## config.mk

```make
export PLATFORM = sky130hd
export DESIGN_NAME = mux_arb_nto1_flat
export DESIGN_NICKNAME = d
export VERILOG_FILES = /design/src/rtl/mux_arb_nto1_if.sv /design/src/rtl/mux_arb_nto1.sv /design/src/flat_wrapper.sv
export SDC_FILE = /design/constraint.sdc
export NUM_CORES = 1
export LEC_CHECK = 0
export BUFFER_PORTS_ARGS = -buffer_cell sky130_fd_sc_hd__buf_2
export CAP_MARGIN = 40
export CORE_MARGIN = 2
export CORE_UTILIZATION = 46
export DETAILED_ROUTE_END_ITERATION = 8
export PLACE_DENSITY = 0.79
export SLEW_MARGIN = 25
export SYNTH_ARGS = -nofsm -noshare
export SYNTH_HDL_FRONTEND = slang
export SYNTH_SLANG_ARGS = --single-unit
```

## constraint.sdc

```tcl
create_clock -name clk -period 4.9 [get_ports clk]
set_input_delay 0.245 -clock clk [delete_from_list [all_inputs] [get_ports clk]]
set_output_delay 0.245 -clock clk [all_outputs]
set_load 0.02 [all_outputs]
```

## src/rtl/mux_arb_nto1_if.sv

```systemverilog
// Bundle of producer-side and consumer-side signals around the N-to-1 registered mux.
// "slave" is the mux itself; "master" is whatever drives the channels and consumes the output.
interface mux_arb_nto1_if #(
  parameter int W  = 8,
  parameter int N  = 16,
  parameter int SW = $clog2(N)
);
  logic [N*W-1:0] in_data;
  logic [N-1:0]   in_valid;
  logic [N-1:0]   in_ready;
  logic           mode;
  logic [SW-1:0]  sel;
  logic [W-1:0]   out_data;
  logic [SW-1:0]  out_ch;
  logic           out_valid;
  logic           out_ready;

  modport master (
    output in_data, in_valid, mode, sel, out_ready,
    input  in_ready, out_data, out_ch, out_valid
  );

  modport slave (
    input  in_data, in_valid, mode, sel, out_ready,
    output in_ready, out_data, out_ch, out_valid
  );
endinterface

```

## src/rtl/mux_arb_nto1.sv

```systemverilog
// Registered N-to-1 mux with fixed-select or work-conserving round-robin grant,
// per-channel valid/ready on the inputs and a single valid/ready output register.
module mux_arb_nto1 #(
  parameter int W  = 8,
  parameter int N  = 16,
  parameter int SW = $clog2(N)
) (
  input logic            clk,
  input logic            rst,
  mux_arb_nto1_if.slave  bus
);

  logic [W-1:0]  outData_q, outData_d;
  logic [SW-1:0] outCh_q, outCh_d;
  logic          outValid_q, outValid_d;
  logic [SW-1:0] ptr_q, ptr_d;

  logic [W-1:0]  chData [N];
  logic [SW-1:0] rrGrant;
  logic          rrFound;
  logic [SW:0]   idxSum;
  logic [SW-1:0] idx;
  logic          fixValid;
  logic [SW-1:0] grant;
  logic          gntV;
  logic          loadEn;
  logic          xfer;

  always_comb begin
    for (int i = 0; i < N; i++) begin
      chData[i] = bus.in_data[i*W +: W];
    end
  end

  // Scan ptr, ptr+1, ... with wrap at N (not at 2**SW) so non-power-of-two N works.
  always_comb begin
    rrGrant = '0;
    rrFound = 1'b0;
    idxSum  = '0;
    idx     = '0;
    for (int k = 0; k < N; k++) begin
      idxSum = {1'b0, ptr_q} + (SW+1)'(k);
      if (idxSum >= (SW+1)'(N)) begin
        idxSum = idxSum - (SW+1)'(N);
      end
      idx = idxSum[SW-1:0];
      if (!rrFound && bus.in_valid[idx]) begin
        rrFound = 1'b1;
        rrGrant = idx;
      end
    end
  end

  always_comb begin
    fixValid = 1'b0;
    if (int'(bus.sel) < N) begin
      fixValid = bus.in_valid[bus.sel];
    end
    grant  = bus.mode ? rrGrant : bus.sel;
    gntV   = bus.mode ? rrFound : fixValid;
    loadEn = !outValid_q || bus.out_ready;
    xfer   = loadEn && gntV;
  end

  always_comb begin
    for (int i = 0; i < N; i++) begin
      bus.in_ready[i] = !rst && xfer && (grant == SW'(i));
    end
  end

  // Output register and pointer only move on a transfer; a stall holds everything.
  always_comb begin
    outData_d  = outData_q;
    outCh_d    = outCh_q;
    outValid_d = outValid_q;
    ptr_d      = ptr_q;
    if (xfer) begin
      outData_d  = chData[grant];
      outCh_d    = grant;
      outValid_d = 1'b1;
      if (bus.mode) begin
        ptr_d = (grant == SW'(N-1)) ? '0 : grant + 1'b1;
      end
    end else if (loadEn) begin
      outValid_d = 1'b0;
    end
  end

  always_ff @(posedge clk) begin
    if (rst) begin
      outData_q  <= '0;
      outCh_q    <= '0;
      outValid_q <= 1'b0;
      ptr_q      <= '0;
    end else begin
      outData_q  <= outData_d;
      outCh_q    <= outCh_d;
      outValid_q <= outValid_d;
      ptr_q      <= ptr_d;
    end
  end

  assign bus.out_data  = outData_q;
  assign bus.out_ch    = outCh_q;
  assign bus.out_valid = outValid_q;

endmodule

```

## src/flat_wrapper.sv

```systemverilog
// flat-port wrapper written by rule: the top's interface ports become plain ports
module mux_arb_nto1_flat 
#(
  parameter int W  = 8,
  parameter int N  = 16,
  parameter int SW = $clog2(N)
)
  (clk, rst, bus_in_data, bus_in_valid, bus_mode, bus_sel, bus_out_ready, bus_in_ready, bus_out_data, bus_out_ch, bus_out_valid);
  mux_arb_nto1_if #(.W(W), .N(N), .SW(SW)) bus_i ();
  input logic clk;
  input logic rst;
  input wire logic [$bits(bus_i.in_data)-1:0] bus_in_data;
  input wire logic [$bits(bus_i.in_valid)-1:0] bus_in_valid;
  input wire logic [$bits(bus_i.mode)-1:0] bus_mode;
  input wire logic [$bits(bus_i.sel)-1:0] bus_sel;
  input wire logic [$bits(bus_i.out_ready)-1:0] bus_out_ready;
  output wire logic [$bits(bus_i.in_ready)-1:0] bus_in_ready;
  output wire logic [$bits(bus_i.out_data)-1:0] bus_out_data;
  output wire logic [$bits(bus_i.out_ch)-1:0] bus_out_ch;
  output wire logic [$bits(bus_i.out_valid)-1:0] bus_out_valid;
  assign bus_i.in_data = bus_in_data;
  assign bus_i.in_valid = bus_in_valid;
  assign bus_i.mode = bus_mode;
  assign bus_i.sel = bus_sel;
  assign bus_i.out_ready = bus_out_ready;
  assign bus_in_ready = bus_i.in_ready;
  assign bus_out_data = bus_i.out_data;
  assign bus_out_ch = bus_i.out_ch;
  assign bus_out_valid = bus_i.out_valid;
  mux_arb_nto1 #(.W(W), .N(N), .SW(SW)) u_core (.clk(clk), .rst(rst), .bus(bus_i));
endmodule
```

==> results.cfg <==
[yosys]
ys.warnings.count = 0
syn_area_per_cell_um2 = 7.91
syn_nets = 759
async_flop_share_pct = 0
ys_ff_latch = 17
synth_cells = 596
ys.flop_type = dfxtp_1
syn_area_mm2 = 0.00472
seq_area_frac_synth_pct = 7.22
synth-edff-count = 0
yosysUniqueCellTypes = 76

[job]
cap_violations = 0

[place]
hpwlAfterDp_um = 15300
place_area_mm2 = 0.00596
pre_cts_ws_ns = 0.0228
io_buffers = 180
gp_congestion = 0.990

[worst_hold_path]
hp-class = primary input to register
min_path_cells = 3

[global_route]
grt_pass1_wl_um = 29300
grt_pass1_vias = 5633
grt_antenna_before_repair = 0
use_met3_pct = 1.92
top_usage_layer = met2
grt_max_degree = 35
grtUsageMet2_pct = 59.6
track_usage_pct = 32.8
grt_overflow = 0
use_met1_pct = 39.8

[floorplan]
rows = 36
ios = 181
die_area_mm2 = 0.0111
die_h_um = 105
die_w_um = 105
core_mm2 = 0.00986
start_util_pct = 47.8

[power_and_ir_drop]
power_w = 0.00261
ir_drop_v = 0.000260
powerDensity_mw_per_mm2 = 418
p_leak_nw = 2.81

[critical_path]
path_delay_family = simple AND/OR/NAND/NOR gates
r2r-start = u_core.ptr_q[1]
rrSetupSlack_ns = 0.19
crit_slowest_cell = or4_1
path_max_fanout = 15
arrival_ns = 4.61
crit_path_end_kind = primary output
crit_type = register to primary output
path_cells = inv_1 -> ha_4 -> buf_8 -> mux2i_2 -> mux2i_2 -> a32oi_2 -> nand3_2 -> a21o_1 -> or4_1 -> and4b_1 -> or4b_1 -> and2_2 -> clkinv_4 -> ha_2 -> nand2_2 -> nor2_4 -> buf_2
r2r_cells = 17
setup.worst_path.start_class = register
crit_top_cell = mux2i_2
crit_start = u_core.ptr_q[1]
r2r-end = u_core.bus.out_data[6]
cp_slowest_stage_delay_ns = 0.51
required_ns = 4.66
path_buf_inv = 4
crit_end = bus_in_ready[11]
cp.depth = 17

[sta]
max_freq_mhz = 206
timing.final.crit_share_pct = 99.2
tightest_slew_ns = 0.698
drv_slew = 0
fin_ws_ns = 0.0403
final.min_clock_period_ns = 4.86
relSlewSlack_pct = 53.5
fin_tns_setup_ns = 0
setup_violations = 0
hold_viol = 0
finalClockSkew_ns = 0.00593

[clock_network]
htreeDepth = 1
root_buffer = clkbuf_8
cts_tree = done
cts_sinks = 17
cts_buffer_depth = 2
hold_buffers = 0
clk_latency_ns = 0.26
clkTransAtPathRegs_ns = 0.06
numCtsBuffers = 3

[cells_and_area]
final_cell_area_mm2 = 0.00623
mostFrequentLayoutCells = 180 x buf_2, 86 x mux2i_1, 55 x nand2_1
multiInputGateArea_mm2 = 0.00427
final_nets = 952
areaGrowthSynthToFinish_pct = 32.1
layout_commonest_cell = buf_2
n_antenna_cell = 0
regArea_um2 = 342
drive_above_1_share_pct = 41.8
num-fill-cells = 869

[outcome]
status = completed

[detailed_routing]
wl_per_cell_um = 20.8
dr.pass1.iters = 5
viasPerCell = 6.40
dr_total_vias = 5895
drc = 0
wl_um = 19100
ant_nets = 0
first_iter_violations = 517
[kinds of logic after synthesis]
kind of cell               after synthesis  share of synthesized area (%)
DFF                                     17                           7.22
AOI/OAI and AO/OA                      142                           22.1
xor gates and xnor gates                12                           2.79
muxes                                  137                           35.8
and+or+nand+nor                        220                           22.8
buffers and inverters                   57                           6.45
adders and majority gates               11                           2.92
[cells in the mapped netlist (10+ instances only)]
library cell | instances | area share (%)
a2111oi_0 | 11 | 2.0
a211o_1 | 10 | 1.9
a21oi_1 | 24 | 2.5
a31oi_1 | 13 | 1.7
and2_1 | 11 | 1.5
and3_1 | 16 | 2.1
buf_4 | 12 | 1.9
clkbuf_1 | 20 | 1.6
dfxtp_1 | 17 | 7.2
ha_1 | 11 | 2.9
mux2_2 | 15 | 3.6
mux2i_1 | 97 | 21
mux4_2 | 23 | 11
nand2_1 | 56 | 4.5
nand3_1 | 45 | 4.8
nand4_1 | 11 | 1.5
nor2_1 | 49 | 3.9
o21ai_0 | 19 | 2.0
[layer usage]
metal | vias up | share of wire, % | wire length [µm]
li1 | 2706 | - | -
met1 | 2809 | 38 | 7220
met4 | 0 | 3.9 | 755
met2 | 323 | 52 | 9940
met5 | - | 0 | 0
met3 | 57 | 6.4 | 1230
[worst min-delay path, delay by kind of cell]
family | cells | cell delay (ns)
compound gates | 1 | 0.07
buf+inv | 1 | 0.08
simple gates | 1 | 0.14
[cell type report]
class,instances,share of cell area (%)
clock inverter,1,0.0803
inverter,12,0.803
clock buffer,3,0.663
multi-input combinational,522,68.5
sequential,17,5.48
tap,133,2.67
timing repair buffer,233,21.8
[report_power, final]
| part | total, W | switching (W) | internal (W) | leakage [nW] |
|---|---|---|---|---|
| sequential | 0.000198 | 0.0000278 | 0.000170 | 0.141 |
| combinational | 0.00230 | 0.00132 | 0.000986 | 2.64 |
| clock | 0.000107 | 0.0000505 | 0.0000566 | 0.0255 |
[stage by stage]
step | util, % | cells | hold slack (ns)
after floorplan | - | 596 | 0.467
after global placement | 60.4 | 910 | 0.477
after detailed placement | 60.4 | 910 | 0.495
after CTS | 61.3 | 914 | 0.336
after global routing | 63.2 | 921 | 0.360
final | 63.2 | 921 | 0.333
[worst min path at each step]
stage	start	to
final	bus_out_ready	u_core.bus.out_valid
after global placement	u_core.bus.out_ch[3]	u_core.bus.out_ch[3]
after detailed placement	u_core.bus.out_ch[3]	u_core.bus.out_ch[3]
after global routing	bus_out_ready	u_core.bus.out_valid
after CTS	bus_out_ready	u_core.bus.out_valid
after floorplan	bus_out_ready	u_core.bus.out_valid
[flip-flops by register name, summed over array words and instances, names as in the netlist]
register,flops
u_core.bus.out_ch,4
u_core.bus.out_data,8
u_core.bus.out_valid,1
u_core.ptr_q,4
[repair_timing]
action	CTS	global route
setup endpoints to repair	17	24
gates resized for setup	10	34
setup buffers	0	7
pin swaps	2	4
(Power assumes the default switching activity.)
